File: src/rtl/firebird7_in_gate1_tessent_data_mux_hold_pkg.sv
// Shared types and helpers for the gate1 IJTAG/functional bumpless data mux.
package firebird7_in_gate1_tessent_data_mux_hold_pkg;

  typedef enum logic [1:0] {
    IDLE     = 2'd0,
    HOLD     = 2'd1,
    OVERRIDE = 2'd2,
    RELEASE  = 2'd3
  } hold_state_e;

  // Hold counter width; at least one bit so a zero-length hold still elaborates.
  function automatic int unsigned cnt_width(input int unsigned hold_cycles);
    return (hold_cycles == 0) ? 1 : $clog2(hold_cycles + 1);
  endfunction

endpackage

File: src/rtl/firebird7_in_gate1_tessent_data_mux_hold_ch.sv
// One mux channel: hold FSM, hold counter, capture flop and registered output.
module firebird7_in_gate1_tessent_data_mux_hold_ch
  import firebird7_in_gate1_tessent_data_mux_hold_pkg::*;
#(
  parameter int unsigned WIDTH       = 19,
  parameter int unsigned HOLD_CYCLES = 2
) (
  input  logic             ijtag_tck,
  input  logic             ijtag_reset,
  input  logic             ijtag_select,
  input  logic [WIDTH-1:0] functional_data_in,
  input  logic [WIDTH-1:0] ijtag_data_in,
  output logic [WIDTH-1:0] data_out,
  output logic [WIDTH-1:0] capture_data_out,
  output logic             override_active
);

  localparam int unsigned CW       = cnt_width(HOLD_CYCLES);
  localparam int unsigned LOAD_VAL = (HOLD_CYCLES == 0) ? 0 : HOLD_CYCLES - 1;
  localparam logic [CW-1:0] CNT_LOAD = CW'(LOAD_VAL);
  localparam logic HAS_HOLD = (HOLD_CYCLES != 0);

  hold_state_e      state_q, state_d;
  logic [CW-1:0]    cnt_q, cnt_d;
  logic [WIDTH-1:0] data_d, cap_d;
  logic             ov_d;

  // Next state, counter reload/decrement and next output values.
  always_comb begin
    state_d = state_q;
    cnt_d   = cnt_q;
    data_d  = data_out;
    cap_d   = capture_data_out;
    case (state_q)
      IDLE: begin
        data_d = functional_data_in;
        if (ijtag_select) begin
          cap_d = functional_data_in;
          if (HAS_HOLD) begin
            state_d = HOLD;
            cnt_d   = CNT_LOAD;
          end else begin
            state_d = OVERRIDE;
          end
        end
      end
      HOLD: begin
        data_d = capture_data_out;
        if (!ijtag_select) begin
          state_d = RELEASE;
          cnt_d   = CNT_LOAD;
        end else if (cnt_q == '0) begin
          state_d = OVERRIDE;
        end else begin
          cnt_d = cnt_q - CW'(1);
        end
      end
      OVERRIDE: begin
        data_d = ijtag_data_in;
        if (!ijtag_select) begin
          if (HAS_HOLD) begin
            state_d = RELEASE;
            cnt_d   = CNT_LOAD;
          end else begin
            state_d = IDLE;
          end
        end
      end
      RELEASE: begin
        // Output keeps the last IJTAG value until the release hold expires.
        if (ijtag_select) begin
          state_d = OVERRIDE;
        end else if (cnt_q == '0) begin
          state_d = IDLE;
        end else begin
          cnt_d = cnt_q - CW'(1);
        end
      end
      default: state_d = IDLE;
    endcase
    ov_d = (state_d != IDLE);
  end

  always_ff @(posedge ijtag_tck or negedge ijtag_reset) begin
    if (!ijtag_reset) begin
      state_q          <= IDLE;
      cnt_q            <= '0;
      data_out         <= '0;
      capture_data_out <= '0;
      override_active  <= 1'b0;
    end else begin
      state_q          <= state_d;
      cnt_q            <= cnt_d;
      data_out         <= data_d;
      capture_data_out <= cap_d;
      override_active  <= ov_d;
    end
  end

endmodule

File: src/rtl/firebird7_in_gate1_tessent_data_mux_hold.sv
// NUM_CH independent bumpless IJTAG/functional mux channels on packed buses.
module firebird7_in_gate1_tessent_data_mux_hold #(
  parameter int unsigned WIDTH       = 19,
  parameter int unsigned NUM_CH      = 16,
  parameter int unsigned HOLD_CYCLES = 2
) (
  input  logic                    ijtag_tck,
  input  logic                    ijtag_reset,
  input  logic [NUM_CH-1:0]       ijtag_select,
  input  logic [NUM_CH*WIDTH-1:0] functional_data_in,
  input  logic [NUM_CH*WIDTH-1:0] ijtag_data_in,
  output logic [NUM_CH*WIDTH-1:0] data_out,
  output logic [NUM_CH*WIDTH-1:0] capture_data_out,
  output logic [NUM_CH-1:0]       override_active
);

  for (genvar c = 0; c < NUM_CH; c++) begin : g_ch
    firebird7_in_gate1_tessent_data_mux_hold_ch #(
      .WIDTH       (WIDTH),
      .HOLD_CYCLES (HOLD_CYCLES)
    ) u_ch (
      .ijtag_tck          (ijtag_tck),
      .ijtag_reset        (ijtag_reset),
      .ijtag_select       (ijtag_select[c]),
      .functional_data_in (functional_data_in[c*WIDTH +: WIDTH]),
      .ijtag_data_in      (ijtag_data_in[c*WIDTH +: WIDTH]),
      .data_out           (data_out[c*WIDTH +: WIDTH]),
      .capture_data_out   (capture_data_out[c*WIDTH +: WIDTH]),
      .override_active    (override_active[c])
    );
  end

endmodule

File: config.mk
export PLATFORM = sky130hd
export DESIGN_NAME = firebird7_in_gate1_tessent_data_mux_hold
export DESIGN_NICKNAME = d
export VERILOG_FILES = /design/src/rtl/firebird7_in_gate1_tessent_data_mux_hold_pkg.sv /design/src/rtl/firebird7_in_gate1_tessent_data_mux_hold_ch.sv /design/src/rtl/firebird7_in_gate1_tessent_data_mux_hold.sv
export SDC_FILE = /design/constraint.sdc
export NUM_CORES = 1
export LEC_CHECK = 0
export CAP_MARGIN = 40
export CORE_AREA = 4 4 483 485
export DETAILED_ROUTE_END_ITERATION = 10
export DIE_AREA = 0 0 487 489
export PLACE_DENSITY = 0.44
export SYNTH_ARGS = -nofsm -noshare
export SYNTH_HDL_FRONTEND = slang
export SYNTH_SLANG_ARGS = --single-unit
export TNS_END_PERCENT = 20
File: constraint.sdc
create_clock -name ijtag_tck -period 4.8 [get_ports ijtag_tck]
set_clock_uncertainty 0.1 [all_clocks]
set_input_delay 1.44 -clock ijtag_tck [delete_from_list [all_inputs] [get_ports ijtag_tck]]
set_output_delay 1.44 -clock ijtag_tck [all_outputs]
set_load 0.02 [all_outputs]
==> results of run 1 <==
[cell families (layout without fill, tap and decap cells)]
logic type | count (synthesis) | count (layout)
buffers and inverters | 313 | 1578
multiplexers | 326 | 326
other | 0 | 25
AO/OA/AOI/OAI | 1120 | 1120
AND/OR/NAND/NOR | 778 | 778
adder cells (fa/ha/maj) | 112 | 112
flip-flops | 688 | 688
[per-stage QoR]
stage,total power (W),instances
after floorplan,0.02315,3337
after global placement,0.03423,7423
after detailed placement,0.03521,7468
after CTS,0.04226,7628
after global routing,0.04439,7639
final,0.04163,7653
[area by class of cell]
type	instances	area (um2)
diodes	25	62.56
clock buffers	140	2724
clock inverters	20	153.9
fillers	24700	176300
inverters	73	274.0
multi-input cells	2336	14850
flip-flops and latches	688	17220
well taps	3026	3786
repair buffers	1345	13830
[sequential cells by signal (all words and copies together) (netlist names)]
signal,count
g_ch.u_ch.capture_data_out,304
g_ch.u_ch.data_out,304
g_ch.u_ch.override_active,16
g_ch.u_ch.state_q,32
g_ch.u_ch.cnt_q,32
[synth_stat cells, types with 12 or more instances]
cell,count
buf_1,23
nor2b_1,16
o21ai_0,682
mux2_2,319
nor3_1,12
nor2_1,34
buf_2,37
buf_4,17
ha_1,112
dfrtp_1,688
a21oi_1,49
a211o_1,17
o22ai_1,17
clkbuf_1,163
inv_1,73
and2_1,16
nand2_1,650
a22oi_1,310
[worst min-delay path, cell delays in order (launching register included)]
cell and delay [ns]:
dfrtp_1 0.34, nand2_1 0.04, o21ai_0 0.06
[report_power, final]
part / total (W) / internal [W] / switching (W)
registers: 0.0113 / 0.00887 / 0.00245
clock network: 0.00672 / 0.00393 / 0.00278
logic: 0.0236 / 0.0102 / 0.0134
total: 0.0416 / 0.0230 / 0.0186
[cells in the final DEF, fill, tap and decap left out, types with 22 or more instances in the layout]
cell | netlist | final
clkbuf_1 | 163 | 25
dfrtp_1 | 688 | 688
a22oi_1 | 310 | 310
clkdlybuf4s50_1 | 0 | 1248
mux2_2 | 319 | 319
nand2_1 | 650 | 649
buf_8 | 0 | 28
ha_1 | 112 | 106
inv_1 | 73 | 73
diode_2 | 0 | 25
nor2_1 | 34 | 34
o21ai_0 | 682 | 682
buf_4 | 17 | 43
clkbuf_8 | 0 | 22
clkbuf_16 | 0 | 93
a21oi_1 | 49 | 49
[worst min path at each step]
stage                                                      start                                      to  depth (start not counted)
after CTS                 g_ch[15].u_ch.data_out[17]$_DFFE_PN0P_  g_ch[15].u_ch.data_out[17]$_DFFE_PN0P_                          2
after global placement    g_ch[14].u_ch.data_out[17]$_DFFE_PN0P_  g_ch[14].u_ch.data_out[17]$_DFFE_PN0P_                          2
after detailed placement  g_ch[15].u_ch.data_out[17]$_DFFE_PN0P_  g_ch[15].u_ch.data_out[17]$_DFFE_PN0P_                          2
after global routing      g_ch[15].u_ch.data_out[17]$_DFFE_PN0P_  g_ch[15].u_ch.data_out[17]$_DFFE_PN0P_                          2
after floorplan               g_ch[10].u_ch.cnt_q[1]$_DFFE_PN0P_      g_ch[10].u_ch.cnt_q[1]$_DFFE_PN0P_                          2
final                     g_ch[15].u_ch.data_out[17]$_DFFE_PN0P_  g_ch[15].u_ch.data_out[17]$_DFFE_PN0P_                          2
[layer usage]
| metal | global-route usage | vias up | share of wire | routed length (um) |
|---|---|---|---|---|
| met2 | 0.2552 | 1314 | 0.47 | 90660 |
| met4 | 0.03474 | 70 | 0.021 | 4034 |
| met1 | 0.1921 | 15370 | 0.41 | 80570 |
| met3 | 0.06321 | 272 | 0.097 | 18980 |
| li1 | - | 14220 | - | - |
| met5 | 0 | - | 0.0023 | 448 |
==> metrics.md, run 1 <==
| Metric | Value |
|---|---|
| Cell area after layout | around 53000 um2 |
| Outcome | finished clean |
| Slew @ Worst Pin | ~0.97 ns |
| Average instance area after synthesis | 9.989 um2 |
| Setup slack, reg-to-reg | 2.49 ns |
| CP required | roughly 3.3 ns |
| Clock-pin slew on the worst setup and hold paths | 0.06 ns |
| R2R Path End | g_ch[7].u_ch.data_out[10]$_DFFE_PN0P_ |
| Clock H-tree levels | 3 |
| Core Box Area | between 200000 and 250000 um2 |
| Final Hold Viols | 0 |
| CTS tree | built |
| Die Width | around 500 um |
| Die footprint | between 200000 and 250000 um2 |
| FF-to-FF Start | g_ch[7].u_ch.state_q[1]$_DFF_PN0_ |
| Post-CTS Setup Repair Bufs | 0 |
| Adder-cell share of the synthesized area | 0.04204 |
| Final WS setup | 1.287 ns |
| Largest net degree at the start of global routing | 72 |
| FF+latch count, synth | 688 |
| Clk buf depth | 3 |
| Detailed-route via count | approximately 31000 |
| Starting Density | 0.1454 |
| First-pass GRT wire length | about 260 mm |
| Final hold slack | 0.3771 ns |
| Rows | around 180 |
| Async S/R FF share, synth | 1.000 |
| Place WS | 1.334 ns |
| IO Count | between 1000 and 1500 |
| Worst hold path class | register to register |
| Post-route ant nets | 0 |
| Area post-placement | about 50000 um2 |
| Pwr Density | 787.1 nW/um2 |
| Post-synth EDFFs | 0 |
| Initial antenna violation count | between 100 and 150 |
| Area leader, netlist | dfrtp_1 |
| Top cells by area, synth | dfrtp_1 (52%), mux2_2 (11%), o21ai_0 (10%) |
| Post-synthesis sequential area ratio | 0.5165 |
| Drc violations | 0 |
| CTS root buffer | clkbuf_16 |
| Drt wl/cell | 25.44 um |
| XOR/XNOR Fraction of Synth Area | 0 |
| Total CTS buffers | roughly 90 |
| Fin Setup TNS | 0 ns |
| Syn nets | approximately 4100 |
| Slowest cell on crit path | clkdlybuf4s50_1 |
| Routed WL | 194.7 mm |
| Worst Path Class, Setup | register to primary output |
| Setup Viol. Count Final | 0 |
| Fmax achieved | about 280 MHz |
| Die Y | just under 500 um |
| Slew Limit Fails | 0 |
| Crit path cell chain | clkdlybuf4s50_1 |
| Lkg Pwr | ~21 nW |
| Synth Instances | about 3300 |
| Vias/cell | roughly 4.1 |
| MaxCap Viol Count | 0 |
| Crit path capture | capture_data_out[34] |
| Post-CTS sizing | 0 |
| Complex-gate fraction of the synthesized area | 0.1981 |
| Tmin final | between 3 and 4 ns |
| Period utilisation layout | 0.7319 |
| Worst VDD drop | around 440 uV |
| Routability cong. | 0.8588 |
| RSZ-0062 raised after global routing | false |
| Port bufs | approximately 1200 |
| Crit-path max FO | 3 |
| Dominant synthesized flop cell | dfrtp_1 |
| Worst setup EP type | primary output |
| Number of global-route vias before repair | about 31000 |
| Post-synthesis instance area | 33330 um2 |
| Crit start category | register |
| CP max stage delay | a little under 0.9 ns |
| Post-Synth Simple-Gate Area | 0.09489 |
| Stages on worst setup path | 1 |
| Post-layout nets | 5273 |
| Worst R2R Path Depth | 7 |
| Worst-skew pair later-pin latency | around 0.68 ns |
| Post-DP HPWL | 159.2 mm |
| Buf+Inv Stages, Crit Path | 1 |
| Worst EP arrival | 1.97 ns |
| Mux cell area share after synthesis | 0.1099 |
| Synthesis Warnings | 0 |
| # clock sinks | just under 700 |
| Kind of cell adding the most delay to the critical path | buffers and inverters |
| Area share of the largest cell type after synthesis | 0.5165 |
| Initial drt markers | 2063 |
| Cts hold-fix bufs | 0 |
| Total GRT Usage | 0.1560 |
| Max-slew headroom | 0.3525 |
| Post-layout util | 0.2307 |
| DRT Pass-1 Iters | 5 |
| Area delta synth->final | 58.68% |
| Combinational family with the most area after synthesis | compound AO/OA/AOI/OAI gates |
| Total gr overflow | 0 |
| Crit path launch | g_ch[1].u_ch.capture_data_out[15]$_DFFE_PN0P_ |
| Share of post-route cells with drive strength above 1 | 0.1280 |
| Cell variety after synth | 40 |
No activity file was read; power rests on OpenSTA's default activity.
==> run 2: changes to the inputs <==
==> constraint.sdc (replaced) <==
create_clock -name ijtag_tck -period 3.58 [get_ports ijtag_tck]
set_clock_uncertainty 0.1 [all_clocks]
set_input_delay 1.074 -clock ijtag_tck [delete_from_list [all_inputs] [get_ports ijtag_tck]]
set_output_delay 1.074 -clock ijtag_tck [all_outputs]
set_load 0.02 [all_outputs]
==> metrics.md, run 2 (same netlist as run 1, synthesis figures left out) <==
| Metric | Value |
|---|---|
| CP max stage delay | 0.98 ns (was 0.89 ns) |
| Setup slack, reg-to-reg | 1.22 ns (was 2.49 ns) |
| Rows | 176 (unchanged) |
| Most frequent cells in the layout | clkdlybuf4s50_1 (1246), dfrtp_1 (688), o21ai_0 (682) (was clkdlybuf4s50_1 (1248), dfrtp_1 (688), o21ai_0 (682)) |
| Slew @ Worst Pin | 0.8907 ns (was 0.9712 ns) |
| Max-slew headroom | 0.4062 (was 0.3525) |
| DRT Pass-1 Iters | 5 (unchanged) |
| Fillers | 24620 (was 24700) |
| Clk buf depth | 3 (unchanged) |
| Power, Total | 0.05599 W (was 0.04163 W) |
| Crit path cell chain | clkdlybuf4s50_1 (unchanged) |
| Area occupied by multi-input gates | 14850 um2 (unchanged) |
| Worst VDD drop | 456.5 uV (was 441.6 uV) |
| Worst hold path class | input pin to asynchronous set/reset pin (was register to register) |
| Drc violations | 0 (unchanged) |
| Fin Setup TNS | 0 ns (unchanged) |
| Vias/cell | 4.095 (was 4.083) |
| Worst R2R Path Depth | 6 (was 7) |
| R2R Path End | g_ch[3].u_ch.cnt_q[0]$_DFFE_PN0P_ (was g_ch[7].u_ch.data_out[10]$_DFFE_PN0P_) |
| Initial antenna violation count | 101 (was 111) |
| Final Hold Viols | 0 (unchanged) |
| Top Registers | g_ch.u_ch.capture_data_out x304, g_ch.u_ch.data_out x304 (unchanged) |
| Core Box Area | 229200 um2 (unchanged) |
| Slowest cell on crit path | clkdlybuf4s50_1 (unchanged) |
| Die Width | 487 um (unchanged) |
| MaxCap Viol Count | 0 (unchanged) |
| Largest net degree at the start of global routing | 78 (was 72) |
| Die Y | 489 um (unchanged) |
| Initial drt markers | 1923 (was 2063) |
| Buf+Inv Stages, Crit Path | 1 (unchanged) |
| CTS root buffer | clkbuf_16 (unchanged) |
| Clock-pin slew on the worst setup and hold paths | 0.06 ns (about the same) |
| CP required | 2.41 ns (was 3.26 ns) |
| Setup Viol. Count Final | 0 (unchanged) |
| Post-DP HPWL | 160.4 mm (was 159.2 mm) |
| Crit start category | register (unchanged) |
| Cts hold-fix bufs | 0 (unchanged) |
| Post-CTS sizing | 0 (unchanged) |
| Stages on worst setup path | 1 (unchanged) |
| Worst Path Class, Setup | register to primary output (unchanged) |
| Slew Limit Fails | 0 (unchanged) |
| Post-route ant nets | 0 (unchanged) |
| Outcome | finished clean (unchanged) |
| Lkg Pwr | 20.92 nW (was 20.83 nW) |
| Drt wl/cell | 25.53 um (was 25.44 um) |
| Share of post-route cells with drive strength above 1 | 0.1333 (was 0.1280) |
| Fmax achieved | between 300 and 400 MHz |
| Die footprint | 238100 um2 (unchanged) |
| Total CTS buffers | 91 (unchanged) |
| Post-layout nets | 5293 (was 5273) |
| RSZ-0062 raised after global routing | false (unchanged) |
| Port bufs | 1249 (unchanged) |
| Worst EP arrival | 2.03 ns (was 1.97 ns) |
| # clock sinks | 688 (unchanged) |
| Pwr Density | 1057 nW/um2 (was 787.1 nW/um2) |
| Register Area | 17220 um2 (unchanged) |
| Area delta synth->final | 58.83% (was 58.68%) |
| CTS tree | built (unchanged) |
| First-pass GRT wire length | 265.5 mm (was 262.4 mm) |
| Detailed-route via count | 31430 (was 31250) |
| Kind of cell adding the most delay to the critical path | buffers and inverters (unchanged) |
| FF-to-FF Start | g_ch[3].u_ch.state_q[0]$_DFF_PN0_ (was g_ch[7].u_ch.state_q[1]$_DFF_PN0_) |
| Number of global-route vias before repair | 31960 (was 31400) |
| Starting Density | 0.1454 (unchanged) |
| Worst-skew pair later-pin latency | 0.70 ns (was 0.68 ns) |
| Post-CTS Setup Repair Bufs | 0 (unchanged) |
| Tmin final | ~3.2 ns |
| Total GRT Usage | 0.1574 (was 0.1560) |
| Clock H-tree levels | 3 (unchanged) |
| Worst setup EP type | primary output (unchanged) |
| IO Count | 1250 (unchanged) |
| Routability cong. | 0.8671 (was 0.8588) |
| Period utilisation layout | 0.8950 |
| Commonest non-fill, non-tap cell in the layout | clkdlybuf4s50_1 (unchanged) |
| Crit-path max FO | 2 (was 3) |
| Total gr overflow | 0 (unchanged) |
| Routed WL | 196.0 mm (was 194.7 mm) |
run 2: changes by cell type in the layout (fill, tap and decap cells not counted), sizes merged:
| cell | delta |
|---|---|
| bufinv | +5 |
| buf | +22 |
| inv | +2 |
| clkinv | +1 |
| clkbuf | -1 |
| diode | -3 |
| clkdlybuf4s50 | -2 |
| clkinvlp | -2 |
run 2: how the worst max path moves through the flow:
stage | start | to | slack (ns)
global placement | ijtag_select[6] | g_ch[6].u_ch.capture_data_out[12]$_DFFE_PN0P_ | 0.68
detailed placement | ijtag_select[6] | g_ch[6].u_ch.capture_data_out[8]$_DFFE_PN0P_ | 0.64
finish | g_ch[1].u_ch.data_out[11]$_DFFE_PN0P_ | data_out[30] | 0.38
floorplan | ijtag_select[3] | g_ch[3].u_ch.cnt_q[0]$_DFFE_PN0P_ | 1.29
global route | g_ch[1].u_ch.data_out[13]$_DFFE_PN0P_ | data_out[32] | 0.26
CTS | g_ch[1].u_ch.data_out[13]$_DFFE_PN0P_ | data_out[32] | 0.15
run 2: stage by stage:
stage / cells / utilization / hold slack, ns / worst slack, ns / instance area (um2)
floorplan: 3337 / - / 0.4042 / 1.292 / 33330
global placement: 7467 / 0.2157 / 0.3643 / 0.6796 / 49450
detailed placement: 7488 / 0.2174 / 0.3723 / 0.6424 / 49830
CTS: 7653 / 0.2307 / 0.2214 / 0.1478 / 52890
global route: 7664 / 0.2308 / 0.2424 / 0.2585 / 52910
finish: 7675 / 0.2309 / 0.3057 / 0.3759 / 52940
run 2: final cells by class:
type | instances | share of cell area
repair buffers | 1365 | 0.2588
well taps | 3026 | 0.07151
inverters | 73 | 0.005176
diodes | 22 | 0.001040
clock inverters | 26 | 0.006381
flip-flops and latches | 688 | 0.3252
multi-input cells | 2336 | 0.2805
clock buffers | 139 | 0.05138
run 2: where the power goes:
part / switching [W] / internal, W
logic: 0.0178 / 0.0134
registers: 0.00334 / 0.0119
clock network: 0.00383 / 0.00566
run 2: layer usage:
layer,global-route usage,routed length [um]
met1,0.1902,79800
met2,0.2550,90690
met3,0.06782,20100
met4,0.04281,4861
met5,0,514
